## src/rtl/dsp_seq_pkg.sv

```systemverilog
// ============================================================================
// Module      : dsp_seq_pkg
// Description : Shared constants and state encoding for the DSP48A1
//               dot-product sequencer. It provides the OPMODE codes issued
//               to the slice and the sequencer FSM state type.
// Revision    : 1.0 - initial release
// ============================================================================
`default_nettype none

package dsp_seq_pkg;

    // OPMODE codes. Bits [7:4] are always 0: post-adder adds, no pre-adder
    // and CIN=0.
    localparam logic [7:0] OPM_IDLE  = 8'h00;        // X=0, Z=0
    localparam logic [7:0] OPM_CLEAR = 8'b0000_0001; // X=M, Z=0 : restart sum
    localparam logic [7:0] OPM_ACC   = 8'b0000_1001; // X=M, Z=P : accumulate

    typedef enum logic [1:0] {
        ST_IDLE   = 2'd0,
        ST_STREAM = 2'd1,
        ST_DRAIN  = 2'd2,
        ST_DONE   = 2'd3
    } state_t;

endpackage : dsp_seq_pkg

`default_nettype wire

```

## src/rtl/dsp_seq_pipe.sv

```systemverilog
// ============================================================================
// Module      : dsp_seq_pipe
// Description : Fixed-depth shift register with asynchronous active-low reset.
//               It delays OPMODE codes and slot-landing tags so they stay
//               aligned with the DSP slice's internal registers.
// Ports       : clk   - clock
//               rst_n - asynchronous active-low reset (clears every stage)
//               d_i   - WIDTH-bit input
//               q_o   - d_i delayed by DEPTH cycles (DEPTH=0 is a wire)
// Revision    : 1.0 - initial release
// ============================================================================
`default_nettype none

module dsp_seq_pipe #(
    parameter int WIDTH = 1,
    parameter int DEPTH = 1
) (
    input  logic             clk,
    input  logic             rst_n,
    input  logic [WIDTH-1:0] d_i,
    output logic [WIDTH-1:0] q_o
);

    generate
        if (DEPTH == 0) begin : g_bypass
            assign q_o = d_i;
        end else begin : g_shift
            logic [WIDTH-1:0] stage_q [DEPTH];

            always_ff @(posedge clk or negedge rst_n) begin
                if (!rst_n) begin
                    for (int i = 0; i < DEPTH; i++) begin
                        stage_q[i] <= '0;
                    end
                end else begin
                    stage_q[0] <= d_i;
                    for (int i = 1; i < DEPTH; i++) begin
                        stage_q[i] <= stage_q[i-1];
                    end
                end
            end

            assign q_o = stage_q[DEPTH-1];
        end
    endgenerate

endmodule : dsp_seq_pipe

`default_nettype wire

```

## src/rtl/dsp_mac_sequencer.sv

```systemverilog
// ============================================================================
// Module      : dsp_mac_sequencer
// Description : Drives a DSP48A1 slice as a dot-product engine. It accepts a
//               length-N command, streams N (A,B) pairs into the slice with
//               a per-slot OPMODE, waits out the slice pipeline, then
//               captures P and returns it on a valid/ready result port.
// Ports       : clk, rst_n              - clock, async active-low reset
//               cmd_valid_i/cmd_ready_o - command handshake, cmd_len_i = N
//               s_valid_i/s_ready_o     - operand handshake, s_a_i/s_b_i
//               dsp_a_o/dsp_b_o         - slice A/B operands
//               dsp_opmode_o, dsp_ce_o  - slice OPMODE and common CE
//               dsp_p_i, dsp_carryout_i - slice P and CARRYOUT
//               res_valid_o/res_ready_i - result handshake
//               res_data_o, res_ovf_o   - sum and sticky carry flag
// Revision    : 1.0 - initial release
// ============================================================================
`default_nettype none

module dsp_mac_sequencer
    import dsp_seq_pkg::*;
#(
    parameter int LEN_W    = 16,
    parameter int OPM_SKEW = 1,
    parameter int PIPE_LAT = 3
) (
    input  logic             clk,
    input  logic             rst_n,
    input  logic             cmd_valid_i,
    output logic             cmd_ready_o,
    input  logic [LEN_W-1:0] cmd_len_i,
    input  logic             s_valid_i,
    output logic             s_ready_o,
    input  logic [17:0]      s_a_i,
    input  logic [17:0]      s_b_i,
    output logic [17:0]      dsp_a_o,
    output logic [17:0]      dsp_b_o,
    output logic [7:0]       dsp_opmode_o,
    output logic             dsp_ce_o,
    input  logic [47:0]      dsp_p_i,
    input  logic             dsp_carryout_i,
    output logic             res_valid_o,
    input  logic             res_ready_i,
    output logic [47:0]      res_data_o,
    output logic             res_ovf_o
);

    localparam int              DRAIN_CYC  = OPM_SKEW + PIPE_LAT;
    localparam int              DCNT_W     = $clog2(DRAIN_CYC + 1);
    localparam logic [DCNT_W-1:0] DRAIN_LAST = DCNT_W'(DRAIN_CYC - 1);

    state_t             state_q, state_d;
    logic [LEN_W-1:0]   remain_q, remain_d;
    logic [DCNT_W-1:0]  drain_q, drain_d;
    logic               seen_first_q, seen_first_d;
    logic [17:0]        dsp_a_q, dsp_a_d;
    logic [17:0]        dsp_b_q, dsp_b_d;
    logic [7:0]         opm_pre_q, opm_pre_d;   // OPMODE of the slot on A/B now
    logic               land_pre_q, land_pre_d; // slot on A/B now counts for OVF
    logic [47:0]        res_data_q, res_data_d;
    logic               res_ovf_q, res_ovf_d;

    logic               w_s_fire;
    logic               w_land_now;
    logic               w_slice_active;

    assign w_s_fire       = s_valid_i && (state_q == ST_STREAM);
    assign w_slice_active = (state_q == ST_STREAM) || (state_q == ST_DRAIN);

    // OPMODE follows its A/B slot by OPM_SKEW cycles.
    dsp_seq_pipe #(
        .WIDTH (8),
        .DEPTH (OPM_SKEW)
    ) u_opm_pipe (
        .clk   (clk),
        .rst_n (rst_n),
        .d_i   (opm_pre_q),
        .q_o   (dsp_opmode_o)
    );

    // A tagged slot reaches P (and CARRYOUT) PIPE_LAT cycles after its A/B.
    dsp_seq_pipe #(
        .WIDTH (1),
        .DEPTH (PIPE_LAT)
    ) u_land_pipe (
        .clk   (clk),
        .rst_n (rst_n),
        .d_i   (land_pre_q),
        .q_o   (w_land_now)
    );

    always_ff @(posedge clk or negedge rst_n) begin
        if (!rst_n) begin
            state_q      <= ST_IDLE;
            remain_q     <= '0;
            drain_q      <= '0;
            seen_first_q <= 1'b0;
            dsp_a_q      <= '0;
            dsp_b_q      <= '0;
            opm_pre_q    <= OPM_IDLE;
            land_pre_q   <= 1'b0;
            res_data_q   <= '0;
            res_ovf_q    <= 1'b0;
        end else begin
            state_q      <= state_d;
            remain_q     <= remain_d;
            drain_q      <= drain_d;
            seen_first_q <= seen_first_d;
            dsp_a_q      <= dsp_a_d;
            dsp_b_q      <= dsp_b_d;
            opm_pre_q    <= opm_pre_d;
            land_pre_q   <= land_pre_d;
            res_data_q   <= res_data_d;
            res_ovf_q    <= res_ovf_d;
        end
    end

    always_comb begin
        state_d      = state_q;
        remain_d     = remain_q;
        drain_d      = drain_q;
        seen_first_d = seen_first_q;
        dsp_a_d      = '0;          // zero operands add nothing to P
        dsp_b_d      = '0;
        opm_pre_d    = OPM_IDLE;
        land_pre_d   = 1'b0;
        res_data_d   = res_data_q;
        res_ovf_d    = res_ovf_q;

        // Only landings while the slice is clocked belong to this command.
        if (w_land_now && w_slice_active) begin
            res_ovf_d = res_ovf_q | dsp_carryout_i;
        end

        case (state_q)
            ST_IDLE: begin
                if (cmd_valid_i) begin
                    seen_first_d = 1'b0;
                    res_ovf_d    = 1'b0;
                    if (cmd_len_i != '0) begin
                        remain_d = cmd_len_i;
                        state_d  = ST_STREAM;
                    end else begin
                        res_data_d = '0;
                        state_d    = ST_DONE;
                    end
                end
            end

            ST_STREAM: begin
                if (w_s_fire) begin
                    dsp_a_d      = s_a_i;
                    dsp_b_d      = s_b_i;
                    opm_pre_d    = seen_first_q ? OPM_ACC : OPM_CLEAR;
                    land_pre_d   = 1'b1;
                    seen_first_d = 1'b1;
                    remain_d     = remain_q - LEN_W'(1);
                    if (remain_q == LEN_W'(1)) begin
                        drain_d = DRAIN_LAST;
                        state_d = ST_DRAIN;
                    end
                end else if (seen_first_q) begin
                    // Bubble after the first pair: holds P, carry is sampled.
                    opm_pre_d  = OPM_ACC;
                    land_pre_d = 1'b1;
                end
            end

            ST_DRAIN: begin
                // Drain bubbles land after capture, so they are not tagged.
                opm_pre_d = OPM_ACC;
                if (drain_q == '0) begin
                    res_data_d = dsp_p_i;
                    state_d    = ST_DONE;
                end else begin
                    drain_d = drain_q - DCNT_W'(1);
                end
            end

            ST_DONE: begin
                if (res_ready_i) begin
                    state_d = ST_IDLE;
                end
            end

            default: begin
                state_d = ST_IDLE;
            end
        endcase
    end

    assign cmd_ready_o = (state_q == ST_IDLE);
    assign s_ready_o   = (state_q == ST_STREAM);
    assign dsp_ce_o    = w_slice_active;
    assign res_valid_o = (state_q == ST_DONE);
    assign dsp_a_o     = dsp_a_q;
    assign dsp_b_o     = dsp_b_q;
    assign res_data_o  = res_data_q;
    assign res_ovf_o   = res_ovf_q;

endmodule : dsp_mac_sequencer

`default_nettype wire

```

## config.mk

```make
export PLATFORM = sky130hd
export DESIGN_NAME = dsp_mac_sequencer
export DESIGN_NICKNAME = d
export VERILOG_FILES = /design/src/rtl/dsp_seq_pkg.sv /design/src/rtl/dsp_seq_pipe.sv /design/src/rtl/dsp_mac_sequencer.sv
export SDC_FILE = /design/constraint.sdc
export NUM_CORES = 1
export LEC_CHECK = 0
export BUFFER_PORTS_ARGS = -buffer_cell sky130_fd_sc_hd__buf_2
export CAP_MARGIN = 20
export CORE_ASPECT_RATIO = 1.1
export CORE_MARGIN = 2
export CORE_UTILIZATION = 52
export CTS_CLUSTER_SIZE = 30
export DETAILED_ROUTE_END_ITERATION = 8
export HOLD_SLACK_MARGIN = 0.02
export PLACE_DENSITY = 0.85
export SKIP_CTS_REPAIR_TIMING = 1
export SLEW_MARGIN = 20
export SYNTH_ARGS = -nofsm -noshare
export SYNTH_HDL_FRONTEND = slang
export SYNTH_SLANG_ARGS = --single-unit
```

## constraint.sdc

```tcl
create_clock -name clk -period 4.5 [get_ports clk]
set_clock_uncertainty 0.1 [all_clocks]
set_input_delay 0.675 -clock clk [delete_from_list [all_inputs] [get_ports clk]]
set_output_delay 0.675 -clock clk [all_outputs]
set_load 0.1 [all_outputs]
```

Word-level counts from Yosys, hierarchy flattened
Cells that the tools add are included.
- eq/ne operators: 12
- mux-type cells: 36
- add/subtract/negate cells: 2
- bitwise operators: 1
- reductions and logical operators: 14
- operators with widths (kind ; count):
    48-bit 2-to-1 mux ; 3
    48-bit case mux with 2 select lines ; 1
    18-bit 2-to-1 mux ; 4
    16-bit 2-to-1 mux ; 3
    16-bit case mux with 2 select lines ; 1
    16-bit by 1-bit equality test with 1-bit output, second input constant ; 1
    16-bit nonzero test ; 1
    16-bit by 1-bit subtractor with 16-bit output, second input constant ; 1
    2-bit 2-to-1 mux ; 6
    4-bit 2-to-1 mux ; 3
    4-bit AND reduction ; 3
    2-bit by 1-bit != test with 1-bit output, second input constant ; 5
    3-bit 2-to-1 mux ; 3
    1-bit 2-to-1 mux ; 8
    2-bit case mux with 4 select lines ; 1
    4-bit case mux with 2 select lines ; 1
    2-bit != test, second input constant ; 3
    3-bit case mux with 2 select lines ; 1
    2-bit nonzero test ; 3
    5-bit AND reduction ; 1
    2-bit equality test, second input constant ; 2
    3-bit logical NOT ; 1
    3-bit AND reduction ; 1
    3-bit by 1-bit subtractor with 3-bit output, second input constant ; 1
    6 further kinds ; 7
- logic and storage cells: 79
- bits in registers: 127
- output and inout port bits: 97

Depth between registers and ports, before layout
- word-level depth: 6
- gate-level depth with buffers: 9

Cells and area by module
A second synthesis with hierarchy kept.
- cells, all modules: 490
- area total of the unflattened synthesis: 5223.8 sq um
- by module, submodules not included (module ; sequential area each (sq um) ; area each (sq um) ; cells each ; times used):
    dsp_mac_sequencer ; 2752.6 ; 4948.5 ; 479 ; 1
    dsp_seq_pipe (u_opm_pipe) ; 200.2 ; 200.2 ; 8 ; 1
    dsp_seq_pipe (u_land_pipe) ; 75.1 ; 75.1 ; 3 ; 1

Least setup slack after synthesis
Ideal clock, no wire load.
- path kind: register -> register
- start point: register state_q[0]
- end point: register res_data_q[16] (netlist: res_data_o[16])
- cell stages (with the launch flop): 10
- path buffers: 2
- arrival time: 2.802 ns
- slack: 1.522 ns
- cell sequence: dfrtp_1 inv_1 ha_1 or4b_4 nor3_4 a21oi_2 or2_4 buf_6 buf_8 o21ai_1
- longest elaborated chain between the ends: 3
- elaborated cells between the ends (all ways): 8
- classes of those cells: eq/ne (4); mux (1); reduce/logical (3)
- ends and longest elaborated chain (what ; RTL line ; source):
    start: declaration ; dsp_mac_sequencer.sv:51 ; state_t state_q, state_d;
    start signal: assignment ; dsp_mac_sequencer.sv:104 ; state_q <= state_d;
    2-bit logical NOT * ; n/a ;
    net cmd_ready_o ; dsp_mac_sequencer.sv:29 ; output logic cmd_ready_o,
    2-bit != test (no source line) / 2-bit nonzero test (equally long branches) ; n/a ;
    4-bit AND reduction (no source line) ; n/a ;
    end signal: assignment ; dsp_mac_sequencer.sv:112 ; res_data_q <= res_data_d;
    end: declaration ; dsp_mac_sequencer.sv:59 ; logic [47:0] res_data_q, res_data_d;
The timed path passes the listed nets; every way through them passes the cells marked *.
A chain may end at the register's enable or synchronous reset.

Final worst setup path
- start point: register state_q[1]
- end point: output port s_ready_o
- longest elaborated chain between the ends: 1
- ends and longest elaborated chain (what ; RTL line ; source):
    2-bit by 1-bit equality test with 1-bit output ; dsp_mac_sequencer.sv:192 ; assign s_ready_o = (state_q == ST_STREAM);
    end: declaration ; dsp_mac_sequencer.sv:32 ; output logic s_ready_o,
No other way between the ends.

==> impl_results.md <==
* Status: finished clean
* Peak VDD IR at 258 µV
* Sequential area share after synthesis at 0.572
* Most common cell in the synthesized netlist: dfrtp_1
* CTS tree: yes
* Setup total negative slack at 0 ns
* Synth top area share at 0.572
* Slowest library cell on the worst path: buf_4
* Die area at 0.0105 mm²
* Synth Register Bits at 115
* Clock sink total at 115
* XOR/XNOR share of the synthesized area at 0
* Dpl hpwl at 8.64 mm
* Fin. max-slew vios at 0
* Core area at 0.00940 mm²
* Post-synth EDFFs at 0
* Worst Setup End Kind: output pin
* Util after Layout at 0.703
* IO buf count at 196
* Critical Path Start Type: flip-flop
* Tmin final at 3.11 ns
* Max Fclk at 321 MHz
* Worst-path fanout max at 88
* Final hold vios at 0
* Die Y at 107 µm
* Design area at 0.00661 mm²
* First-pass GRT wire length at 20.9 mm
* Synth warnings at 0
* Rel. slew slack at 0.334
* Synth Area in Compound Gates at 0.167
* # IOs at 203
* Syn Std Cell Area at 0.00503 mm²
* Synth unique cells at 53
* CP peak stage delay at 0.57 ns
* LEAKAGE at 3.37 nW
* Die Width at 97.8 µm
* Remaining antenna violation count at 0
* Cell Area, Placed at 0.00601 mm²
* Largest net degree at the start of global routing at 89
* Vias post-DR at 4483
* Residual DRC at 0
* Data required time at the worst endpoint at 3.72 ns
* Placer Congestion at 0.829
* Routed wire length at 13.0 mm
* Vias per std cell at 5.50
* Commonest cells in the netlist: dfrtp_1, o21ai_0, nand2_1, and3_1, clkbuf_1
* Post-synthesis adder-cell area fraction at 0.0199
* Setup violations, final at 0
* Class of the worst hold path: in -> async
* Pre-Repair DR Iteration Count at 5
* Setup ws final at 1.39 ns
* CP arrival at 2.34 ns
* Initial Util at 0.536
* Clk_lat worst skew at 0.51 ns
* Synthesized-area fraction occupied by and/or/nand/nor cells at 0.176
* ANT cells at 0
* Site row count at 37
* Number of DRC markers in iteration 0 at 315
* Htree depth at 4
* Least-Margin Pin Slew at 1.00 ns
* DR WL/cell at 16.0 µm
* Layout cell share with drive strength beyond 1 at 0.348
* Crit-path cells: inv_1 -> ha_2 -> buf_4 -> buf_2
* Buf+Inv Stages, Crit Path at 3
* Max-Cap Viols at 0
* Nets@finish at 800
* Worst-case clock buffer depth at 2
* Layout area overhead at 31.3%
* Largest family of logic cells by synthesized area: simple AND/OR/NAND/NOR gates
* Avg Cell Area, Syn at 9.97 µm²
* Grt total ovfl at 0
* Inserted Clock Buffers at 17
* Post-Syn Instances at 505
* Total GRT Usage at 0.252
* CP top delay family: buffers and inverters
* Reg clk slew, reported paths at 0.05 ns
* Top post-synthesis cells by area: dfrtp_1, o21ai_0, nand2_1
* CTS root buf: clkbuf_8
* Initial antenna violation count at 0
* RSZ-0062 raised after global routing: false
* Vias in the first global route at 4393
* Post-route clock period utilization at 0.691
* Primary FF master, synth: dfrtp_1
* CP Class: reg -> out
* Post-synthesis mux area share at 0.0127
* Post-synth ARST share at 1.00
* Power Density at 435 mW/mm²
* Placement Setup Slack at 1.65 ns
* Post-synth top area cell: dfrtp_1
area by class of cell:
cell class | count | area [µm²]
Tap cell | 117 | 146
Clock buffer | 22 | 473
Clock inverter | 9 | 128
Inverter | 11 | 41.3
Timing Repair Buffer | 201 | 1020
Multi-Input combinational cell | 340 | 1920
Sequential cell | 115 | 2880
Fill cell | 737 | 2790
worst paths after layout:
kind                                    from                end  slack (ns)  cells past startpoint
worst max-delay path              state_q[1]          s_ready_o        1.39                      4
worst min-delay path                   rst_n        remain_q[8]         0.1                      1
worst max register to register    state_q[0]     res_data_o[31]        1.62                      8
worst min register to register  opm_pre_q[0]  u_opm_pipe.q_o[0]        0.25                      0
max in group asynchronous              rst_n        dsp_b_o[13]        3.30                      2
min in group clk                opm_pre_q[0]  u_opm_pipe.q_o[0]        0.25                      0
registers in the layout (all words and copies together), names as in the netlist:
signal	cells
land_pre_q	1
dsp_a_o	18
remain_q	16
u_opm_pipe.q_o	2
opm_pre_q	2
u_land_pipe.q_o	1
res_ovf_o	1
seen_first_q	1
u_land_pipe.g_shift.stage_q	2
dsp_b_o	18
state_q	2
res_data_o	48
drain_q	3
per-layer routing:
metal / wire length [µm] / share of wire / global-route usage / vias up
li1: - / - / - / 2122
met1: 5410 / 0.42 / 0.319 / 2163
met2: 6690 / 0.51 / 0.413 / 179
met3: 694 / 0.053 / 0.0619 / 19
met4: 223 / 0.017 / 0.110 / 0
met5: 0 / 0 / 0 / -
cell families after synthesis:
kind of cell | after synthesis
AO/OA/AOI/OAI | 153
other | 1
flip-flops | 115
AND/OR/NAND/NOR | 167
multiplexers | 6
buffers and inverters | 55
adder cells (fa/ha/maj) | 8
through the flow:
| stage | std cells | hold WS, ns | total power, W |
|---|---|---|---|
| after floorplan | 510 | 0.231 | 0.00143 |
| after global placement | 784 | 0.234 | 0.00154 |
| after detailed placement | 784 | 0.236 | 0.00155 |
| after CTS | 815 | 0.248 | 0.00290 |
| after global routing | 815 | 0.160 | 0.00298 |
| final | 815 | 0.0988 | 0.00288 |
where the power goes:
group	internal, W	leakage [nW]	switching [W]
sequential	0.00110	1.46	0.0000680
clock	0.000896	0.301	0.000443
combinational	0.000116	1.60	0.000257
total	0.00211	3.37	0.000769
layout by cell type (no fill, tap or decap), drive strengths merged, types with 2 or more instances in the layout:
cell	n
conb	6
nor4	7
a21oi	20
and3	37
mux2	3
o22ai	6
and2	3
mux2i	3
nand3b	5
o21ai	107
or3	3
inv	11
or4b	3
nand4	4
a31oi	3
nand3	8
or2	2
nor3	6
clkbuf	22
bufinv	3
nand2b	2
a2bb2oi	6
nor3b	3
nor2b	3
ha	8
nand2	67
clkinv	6
buf	201
nor2	9
dfrtp	115
(Power assumes the default switching activity.)
